===== src/rtl/multiport_reg_file_if.sv =====
// Bus bundle for the three-read / two-write register file with pending scoreboard.
// master drives addresses, writes and scoreboard sets; slave is the register file.
interface multiport_reg_file_if #(
   parameter int WORD_LEN = 32,
   parameter int ADDR_LEN = 4
);
   logic                init_busy;
   logic [ADDR_LEN-1:0] rd_addr_a;
   logic [ADDR_LEN-1:0] rd_addr_b;
   logic [ADDR_LEN-1:0] rd_addr_c;
   logic [WORD_LEN-1:0] rd_data_a;
   logic [WORD_LEN-1:0] rd_data_b;
   logic [WORD_LEN-1:0] rd_data_c;
   logic                rd_pend_a;
   logic                rd_pend_b;
   logic                rd_pend_c;
   logic                wr_en0;
   logic [ADDR_LEN-1:0] wr_addr0;
   logic [WORD_LEN-1:0] wr_data0;
   logic                wr_en1;
   logic [ADDR_LEN-1:0] wr_addr1;
   logic [WORD_LEN-1:0] wr_data1;
   logic                sb_set;
   logic [ADDR_LEN-1:0] sb_set_addr;
   logic                wr_conflict;

   modport master (
      input  init_busy, rd_data_a, rd_data_b, rd_data_c,
             rd_pend_a, rd_pend_b, rd_pend_c, wr_conflict,
      output rd_addr_a, rd_addr_b, rd_addr_c,
             wr_en0, wr_addr0, wr_data0, wr_en1, wr_addr1, wr_data1,
             sb_set, sb_set_addr
   );

   modport slave (
      output init_busy, rd_data_a, rd_data_b, rd_data_c,
             rd_pend_a, rd_pend_b, rd_pend_c, wr_conflict,
      input  rd_addr_a, rd_addr_b, rd_addr_c,
             wr_en0, wr_addr0, wr_data0, wr_en1, wr_addr1, wr_data1,
             sb_set, sb_set_addr
   );
endinterface


===== src/rtl/multiport_reg_file.sv =====
// Register file: 3 combinational read ports with write-through bypass, 2 write ports
// (port 0 wins on collision), a pending scoreboard, and an init sweep after reset.
module multiport_reg_file #(
   parameter int WORD_LEN   = 32,
   parameter int WORD_COUNT = 16,
   parameter int ADDR_LEN   = 4,
   parameter int INIT_INDEX = 1
) (
   input  logic                    clk,
   input  logic                    rst,
   multiport_reg_file_if.slave     bus
);
   localparam logic [0:0]          ST_INIT = 1'b0;
   localparam logic [0:0]          ST_RUN  = 1'b1;
   localparam logic [ADDR_LEN-1:0] LAST    = ADDR_LEN'(WORD_COUNT - 1);

   logic [0:0]          state;
   logic [ADDR_LEN-1:0] cnt;
   logic [WORD_LEN-1:0] mem [WORD_COUNT];
   logic [WORD_COUNT-1:0] sb;
   logic [WORD_COUNT-1:0] sb_nxt;
   logic                conflict;
   logic                run;
   logic                we0;
   logic                we1;
   logic                set_ok;
   logic                conflict_nxt;
   logic [ADDR_LEN-1:0] ra [3];
   logic [WORD_LEN-1:0] rd [3];
   logic                pd [3];

   function automatic logic addr_ok(input logic [ADDR_LEN-1:0] a);
      return {1'b0, a} < (ADDR_LEN + 1)'(WORD_COUNT);
   endfunction

   assign run          = (state == ST_RUN);
   assign conflict_nxt = run && bus.wr_en0 && bus.wr_en1 && addr_ok(bus.wr_addr0)
                         && (bus.wr_addr0 == bus.wr_addr1);
   assign we0          = run && bus.wr_en0 && addr_ok(bus.wr_addr0);
   // Port 1 is suppressed on a collision so port 0's data is what lands.
   assign we1          = run && bus.wr_en1 && addr_ok(bus.wr_addr1) && !conflict_nxt;
   assign set_ok       = run && bus.sb_set && addr_ok(bus.sb_set_addr);

   always_comb begin
      sb_nxt = sb;
      if (we0)    sb_nxt[bus.wr_addr0]    = 1'b0;
      if (we1)    sb_nxt[bus.wr_addr1]    = 1'b0;
      if (set_ok) sb_nxt[bus.sb_set_addr] = 1'b1;
   end

   always_ff @(posedge clk) begin
      if (rst) begin
         state    <= ST_INIT;
         cnt      <= '0;
         sb       <= '0;
         conflict <= 1'b0;
      end else begin
         conflict <= conflict_nxt;
         sb       <= sb_nxt;
         if (state == ST_INIT) begin
            cnt <= cnt + 1'b1;
            if (cnt == LAST) state <= ST_RUN;
         end
      end
   end

   // Storage carries no reset; contents are hidden until the sweep has rewritten them all.
   always_ff @(posedge clk) begin
      if (!rst) begin
         if (!run) begin
            mem[cnt] <= (INIT_INDEX != 0) ? WORD_LEN'(cnt) : '0;
         end else begin
            if (we1) mem[bus.wr_addr1] <= bus.wr_data1;
            if (we0) mem[bus.wr_addr0] <= bus.wr_data0;
         end
      end
   end

   assign ra[0] = bus.rd_addr_a;
   assign ra[1] = bus.rd_addr_b;
   assign ra[2] = bus.rd_addr_c;

   always_comb begin
      for (int p = 0; p < 3; p++) begin
         rd[p] = '0;
         pd[p] = 1'b0;
         if (run && addr_ok(ra[p])) begin
            if (bus.wr_en0 && bus.wr_addr0 == ra[p])      rd[p] = bus.wr_data0;
            else if (bus.wr_en1 && bus.wr_addr1 == ra[p]) rd[p] = bus.wr_data1;
            else                                          rd[p] = mem[ra[p]];
            pd[p] = sb[ra[p]] && !((bus.wr_en0 && bus.wr_addr0 == ra[p]) ||
                                   (bus.wr_en1 && bus.wr_addr1 == ra[p]));
         end
      end
   end

   assign bus.rd_data_a   = rd[0];
   assign bus.rd_data_b   = rd[1];
   assign bus.rd_data_c   = rd[2];
   assign bus.rd_pend_a   = pd[0];
   assign bus.rd_pend_b   = pd[1];
   assign bus.rd_pend_c   = pd[2];
   assign bus.init_busy   = (state == ST_INIT);
   assign bus.wr_conflict = conflict;
endmodule


===== src/flat_wrapper.sv =====
// flat-port wrapper written by rule: the top's interface ports become plain ports
module multiport_reg_file_flat 
#(
   parameter int WORD_LEN   = 32,
   parameter int WORD_COUNT = 16,
   parameter int ADDR_LEN   = 4,
   parameter int INIT_INDEX = 1
)
  (clk, rst, bus_init_busy, bus_rd_data_a, bus_rd_data_b, bus_rd_data_c, bus_rd_pend_a, bus_rd_pend_b, bus_rd_pend_c, bus_wr_conflict, bus_rd_addr_a, bus_rd_addr_b, bus_rd_addr_c, bus_wr_en0, bus_wr_addr0, bus_wr_data0, bus_wr_en1, bus_wr_addr1, bus_wr_data1, bus_sb_set, bus_sb_set_addr);
  multiport_reg_file_if #(.WORD_LEN(WORD_LEN), .ADDR_LEN(ADDR_LEN)) bus_i ();
  input  logic clk;
  input  logic rst;
  output wire logic [$bits(bus_i.init_busy)-1:0] bus_init_busy;
  output wire logic [$bits(bus_i.rd_data_a)-1:0] bus_rd_data_a;
  output wire logic [$bits(bus_i.rd_data_b)-1:0] bus_rd_data_b;
  output wire logic [$bits(bus_i.rd_data_c)-1:0] bus_rd_data_c;
  output wire logic [$bits(bus_i.rd_pend_a)-1:0] bus_rd_pend_a;
  output wire logic [$bits(bus_i.rd_pend_b)-1:0] bus_rd_pend_b;
  output wire logic [$bits(bus_i.rd_pend_c)-1:0] bus_rd_pend_c;
  output wire logic [$bits(bus_i.wr_conflict)-1:0] bus_wr_conflict;
  input wire logic [$bits(bus_i.rd_addr_a)-1:0] bus_rd_addr_a;
  input wire logic [$bits(bus_i.rd_addr_b)-1:0] bus_rd_addr_b;
  input wire logic [$bits(bus_i.rd_addr_c)-1:0] bus_rd_addr_c;
  input wire logic [$bits(bus_i.wr_en0)-1:0] bus_wr_en0;
  input wire logic [$bits(bus_i.wr_addr0)-1:0] bus_wr_addr0;
  input wire logic [$bits(bus_i.wr_data0)-1:0] bus_wr_data0;
  input wire logic [$bits(bus_i.wr_en1)-1:0] bus_wr_en1;
  input wire logic [$bits(bus_i.wr_addr1)-1:0] bus_wr_addr1;
  input wire logic [$bits(bus_i.wr_data1)-1:0] bus_wr_data1;
  input wire logic [$bits(bus_i.sb_set)-1:0] bus_sb_set;
  input wire logic [$bits(bus_i.sb_set_addr)-1:0] bus_sb_set_addr;
  assign bus_init_busy = bus_i.init_busy;
  assign bus_rd_data_a = bus_i.rd_data_a;
  assign bus_rd_data_b = bus_i.rd_data_b;
  assign bus_rd_data_c = bus_i.rd_data_c;
  assign bus_rd_pend_a = bus_i.rd_pend_a;
  assign bus_rd_pend_b = bus_i.rd_pend_b;
  assign bus_rd_pend_c = bus_i.rd_pend_c;
  assign bus_wr_conflict = bus_i.wr_conflict;
  assign bus_i.rd_addr_a = bus_rd_addr_a;
  assign bus_i.rd_addr_b = bus_rd_addr_b;
  assign bus_i.rd_addr_c = bus_rd_addr_c;
  assign bus_i.wr_en0 = bus_wr_en0;
  assign bus_i.wr_addr0 = bus_wr_addr0;
  assign bus_i.wr_data0 = bus_wr_data0;
  assign bus_i.wr_en1 = bus_wr_en1;
  assign bus_i.wr_addr1 = bus_wr_addr1;
  assign bus_i.wr_data1 = bus_wr_data1;
  assign bus_i.sb_set = bus_sb_set;
  assign bus_i.sb_set_addr = bus_sb_set_addr;
  multiport_reg_file #(.WORD_LEN(WORD_LEN), .WORD_COUNT(WORD_COUNT), .ADDR_LEN(ADDR_LEN), .INIT_INDEX(INIT_INDEX)) u_core (.clk(clk), .rst(rst), .bus(bus_i));
endmodule

===== config.mk =====
export PLATFORM = sky130hd
export DESIGN_NAME = multiport_reg_file_flat
export DESIGN_NICKNAME = d
export VERILOG_FILES = /design/src/rtl/multiport_reg_file_if.sv /design/src/rtl/multiport_reg_file.sv /design/src/flat_wrapper.sv
export SDC_FILE = /design/constraint.sdc
export NUM_CORES = 2
export LEC_CHECK = 0
export BUFFER_PORTS_ARGS = -buffer_cell sky130_fd_sc_hd__buf_2
export CAP_MARGIN = 20
export CORE_MARGIN = 5
export CORE_UTILIZATION = 55
export DETAILED_ROUTE_END_ITERATION = 8
export PLACE_DENSITY = 0.7
export SYNTH_ARGS = -nofsm -noshare
export SYNTH_HDL_FRONTEND = slang
export SYNTH_SLANG_ARGS = --single-unit

===== constraint.sdc =====
create_clock -name clk -period 6.3 [get_ports clk]
set_input_delay 0.63 -clock clk [delete_from_list [all_inputs] [get_ports clk]]
set_output_delay 0.63 -clock clk [all_outputs]
set_load 0.01 [all_outputs]

# Yosys cells after proc, flatten, opt, wreduce, memory -nomap -nowiden
# Memory sizes are Yosys's and may differ from the RTL's.
# Index checks and enable logic that the tools add are counted.
[op_classes]
mul = 0
shift = 0
eq_ne = 8
n_mux = 43
n_reduce_logical = 26
n_bitwise = 6
add_sub_neg = 1
div = 0
magnitude_cmp = 9
[ops]
columns = ["op", "count"]
rows = [
  ["$mux 32", 10],
  ["$mux 16", 3],
  ["$and 16x16->16", 2],
  ["$not 16->16", 2],
  ["$reduce_or 32->1", 1],
  ["$lt 4x5->1 const B", 6],
  ["$eq 4x4->1", 7],
  ["$mux 1", 23],
  ["$logic_and 1x1->1", 18],
  ["$or 16x16->16", 1],
  ["$bmux 1 s4", 3],
  ["$demux 1 s4", 3],
  ["$ge 4x1->1 const B", 3],
  ["$add 4x1->4 const B", 1],
  ["$eq 4x4->1 const B", 1],
  ["$logic_not 1->1", 4],
  ["$mux 4", 1],
  ["$logic_or 1x1->1", 3],
  ["$not 1->1", 1],
]
[word_totals]
n_memories = 1
latchBits = 0
romBits = 0
word_cells = 98
register_bits = 22
ram_bits = 512
out_inout_bits = 101
in_bits = 93
[mem_list]
columns = ["name", "depth", "word_bits", "read_ports", "rd_ports_with_merged_regs", "write_ports", "line_no", "source"]
rows = [
  ["u_core.mem", 16, 32, 3, 0, 2, "multiport_reg_file.sv:19", "logic [WORD_LEN-1:0] mem [WORD_COUNT];"],
]

# Longest topological paths before layout
[logic_depth]
ltp_word = 11
mapped_depth = 10
depth_no_buf = 5

# Worst setup path after synthesis
# OpenSTA, ideal clock, no wires.
[synth_timing]
path_kind = "input -> register"
from = "input bus_wr_addr1[0]"
to = "memory u_core.mem[10][0] (enable)"
setup_slack_ns = 2.381
stages = 8
arrival_ns = 3.486
required_ns = 5.867
n_path_buf = 3
setup_ns = 0.433
cell_sequence = "buf_2 -> xnor2_1 -> nand4_1 -> or2_2 -> clkbuf_1 -> buf_1 -> a31oi_1 -> o22ai_1"
[synth_rtl]
columns = ["element", "line_no", "source"]
rows = [
  ["start: declaration", "flat_wrapper.sv:28", "input wire logic [$bits(bus_i.wr_addr1)-1:0] bus_wr_addr1;"],
  ["end: declaration", "multiport_reg_file.sv:19", ""],
]

# Worst setup path after layout
[layout_timing]
from = "register u_core.state (netlist: u_core.run)"
to = "output bus_rd_data_b[27]"
[layout_via]
elab_chain_len = 1
[layout_rtl]
columns = ["element", "line_no", "source"]
rows = [
  ["start: declaration", "multiport_reg_file.sv:17", "logic [0:0] state;"],
  ["start signal: assignment", "multiport_reg_file.sv:53", "state <= ST_INIT;"],
  ["start signal: assignment", "multiport_reg_file.sv:62", "if (cnt == LAST) state <= ST_RUN;"],
  ["$mux 32", "multiport_reg_file.sv:87", "if (run && addr_ok(ra[p])) begin"],
  ["end: declaration", "flat_wrapper.sv:15", "output wire logic [$bits(bus_i.rd_data_b)-1:0] bus_rd_data_b;"],
]
# Every way passes these cells.

==> results_dict.tcl <==
set metrics [dict create \
    routabilityCongestion 0.951 \
    period_share_pct 76.7 \
    postCtsResizedCells 0 \
    worstMarginPinSlew_ns 1.26 \
    path_clk_slew_ns 0.06 \
    num_io_pins 194 \
    drtAntennaViolNets 0 \
    syn_inst 3113 \
    die_area_mm2 0.0736 \
    drtIter0Drc 5431 \
    cts_buffer_depth 3 \
    slowest_delay_ns 1.01 \
    max_slew_margin_pct 15.8 \
    grt_pass1_wl_mm 205 \
    hold_path_class "in -> reg" \
    grt_max_degree 88 \
    grt_overflow 0 \
    insertion_delay_ns 0.66 \
    fin_ws_ns 1.47 \
    critPathSlowestCell "a21oi_4" \
    synth_edf_count 512 \
    drv_slew 0 \
    dr.pass1.iters 7 \
    dpl.hpwl_mm 84.9 \
    timing.setup.tns_ns 0 \
    cp_max_fo 14 \
    finalHoldWorstSlack_ns 0.273 \
    viasPerCell 7.86 \
    p_per_area_mw_per_mm2 205 \
    synth_ff_type "edfxtp_1" \
    drv_cap 0 \
    leakage_nw 13.8 \
    start_util_pct 55.6 \
    synth.net_count 3207 \
    critPathTopFamily "compound AO/OA/AOI/OAI gates" \
    cp.required_ns 5.67 \
    critical_path_class "reg -> out" \
    finalHoldViolCount 0 \
    die_height_um 271 \
    routed_wl_mm 143 \
    worst_ir_drop_vdd_v 0.000218 \
    seq_area_frac_synth_pct 42.1 \
    yosysWarnings 0 \
    skew_ns 0.0299 \
    cts_buffers 59 \
    drive_gt1_share_pct 32.3 \
    cts_tree "yes" \
    syn-cell-area_mm2 0.0376 \
    antenna_found_initial 7 \
    worst_setup_path_end_kind "output port" \
    coreArea_mm2 0.0675 \
    async_flop_share_pct 0 \
    setup-violations-final 0 \
    path_cells "clkinv_1 -> a21oi_4 -> buf_4 -> nand2_1 -> o21ai_0 -> buf_2" \
    fp.dieW_um 271 \
    ys_seq_elements 534 \
    dp_slack_ns 1.82 \
    rsz0062_at_grt "false" \
    status "finished, final reports clean" \
    critical_path_buf_inv_count 3 \
    nets 3145 \
    postCtsSetupBuffers 0 \
    grt_usage_pct 37.8 \
    power.total_mw 8.39 \
    cts_hold_buf 0 \
    vias 31200 \
    worstSetupStartpointType "flip-flop" \
    num_rows 95 \
    ctsRootBufferMaster "clkbuf_16" \
    syn2layout_area_growth_pct 8.73 \
    numPortBuffers 193 \
    grt_pass1_vias 30600 \
    htree_levels 2 \
    wl_per_cell_um 35.9 \
    crit_arrival_ns 4.20 \
    drc_errors 0 \
    synth.distinct_cells 51 \
    period_needed_ns 4.83 \
    clock_sink_count 534 \
    fmax_mhz 207 \
    avgSynthCellArea_um2 12.1 \
]
Yosys cell counts, drive strengths merged (13+ instances only):
| cell type | number | area [um^2] |
|---|---|---|
| edfxtp | 512 | 15400 |
| o21ai | 478 | 2390 |
| mux4 | 466 | 10500 |
| nand2 | 327 | 1230 |
| nand3 | 290 | 1450 |
| clkbuf | 254 | 953 |
| nor2 | 155 | 582 |
| buf | 148 | 797 |
| mux2 | 92 | 1050 |
| a21oi | 47 | 235 |
| a31oi | 42 | 263 |
| mux2i | 34 | 340 |
| a221oi | 32 | 405 |
| nor2b | 23 | 144 |
| dfxtp | 22 | 440 |
| a22oi | 21 | 158 |
| xor2 | 18 | 158 |
| inv | 16 | 60.1 |
| o22ai | 16 | 100 |
| a32oi | 14 | 123 |
| xnor2 | 13 | 114 |
kinds of logic after synthesis:
group,share of synthesized area [%]
simple gates,10.0
compound gates,10.6
mux,31.6
xor+xnor,0.723
flops,42.1
buf+inv,4.83
fa+ha+maj,0.0333
stage by stage:
step	utilization (%)	area [um^2]	cells
2_1_floorplan	-	37600	3113
3_3_place_gp	57.6	38900	3862
3_5_place_dp	57.6	38900	3862
4_1_cts	60.5	40800	3971
5_1_grt	60.5	40800	3972
6_report	60.5	40800	3974
layout by cell type, fill, tap and decap left out, drive strengths merged, types with 5 or more instances in the layout:
cell / synthesis / routed
inv: 16 / 17
clkbuf: 254 / 78
dfxtp: 22 / 22
xnor2: 13 / 13
nor2b: 23 / 23
a32oi: 14 / 14
a21oi: 47 / 47
o22ai: 16 / 16
and2: 8 / 8
nand2b: 9 / 9
nand2: 327 / 327
a41o: 7 / 7
a221oi: 32 / 32
o211a: 5 / 5
a31oi: 42 / 42
mux2i: 34 / 34
nor2: 155 / 155
mux2: 92 / 92
o2bb2ai: 5 / 5
a22oi: 21 / 21
buf: 148 / 279
edfxtp: 512 / 512
nor4: 5 / 5
nand3: 290 / 290
mux4: 466 / 466
o21ai: 478 / 478
nor3: 7 / 7
o2111ai: 6 / 6
clkinv: 1 / 24
xor2: 18 / 18
or2: 7 / 7
nand4: 9 / 9
worst reg2reg max path, stage by stage, from the launching register on:
cell and delay [ns]:
dfxtp_1 0.34, buf_4 0.38, nand2_1 0.21, nor3_1 0.71
a31oi_1 0.29, o22ai_4 0.99, buf_4 0.57
power breakdown:
group / internal (mW) / switching [mW]
clock network: 1.95 / 1.52
logic: 0.410 / 0.591
registers: 3.89 / 0.0316
registers in the layout, indices dropped and copies added, names as in the netlist:
register / cells
u_core.bus.wr_conflict: 1
u_core.cnt: 4
u_core.mem: 512
u_core.run: 1
u_core.sb: 16
worst paths after layout:
path | from | to | slack [ns] | cells after the start
max | u_core.run$_SDFF_PP0_ | bus_rd_data_b[27] | 1.47 | 6
max reg2reg | u_core.run$_SDFF_PP0_ | u_core.mem[3][7]$_DFFE_PP_ | 2.43 | 6
min | bus_sb_set_addr[3] | u_core.sb[0]$_SDFF_PP0_ | 0.27 | 2
min reg2reg | u_core.sb[13]$_SDFF_PP0_ | u_core.sb[13]$_SDFF_PP0_ | 0.54 | 2
per-layer routing:
metal	GRT usage (%)	wire, um	vias up
met4	24.0	11400	8
met3	11.7	23300	806
met5	0	43	-
li1	-	-	12200
met2	57.7	63500	3227
met1	47.3	44600	15000
layout make-up:
type                       count  area [um^2]
clock buffer                  78         1600
timing repair buffer         279         1680
fill                        5192        26700
sequential                   534        15800
tap                          873         1090
inverter                      17         63.8
clock inverter                31          300
antenna                        2         5.00
multi-input combinational   2160        20300
(Power assumes the default switching activity.)
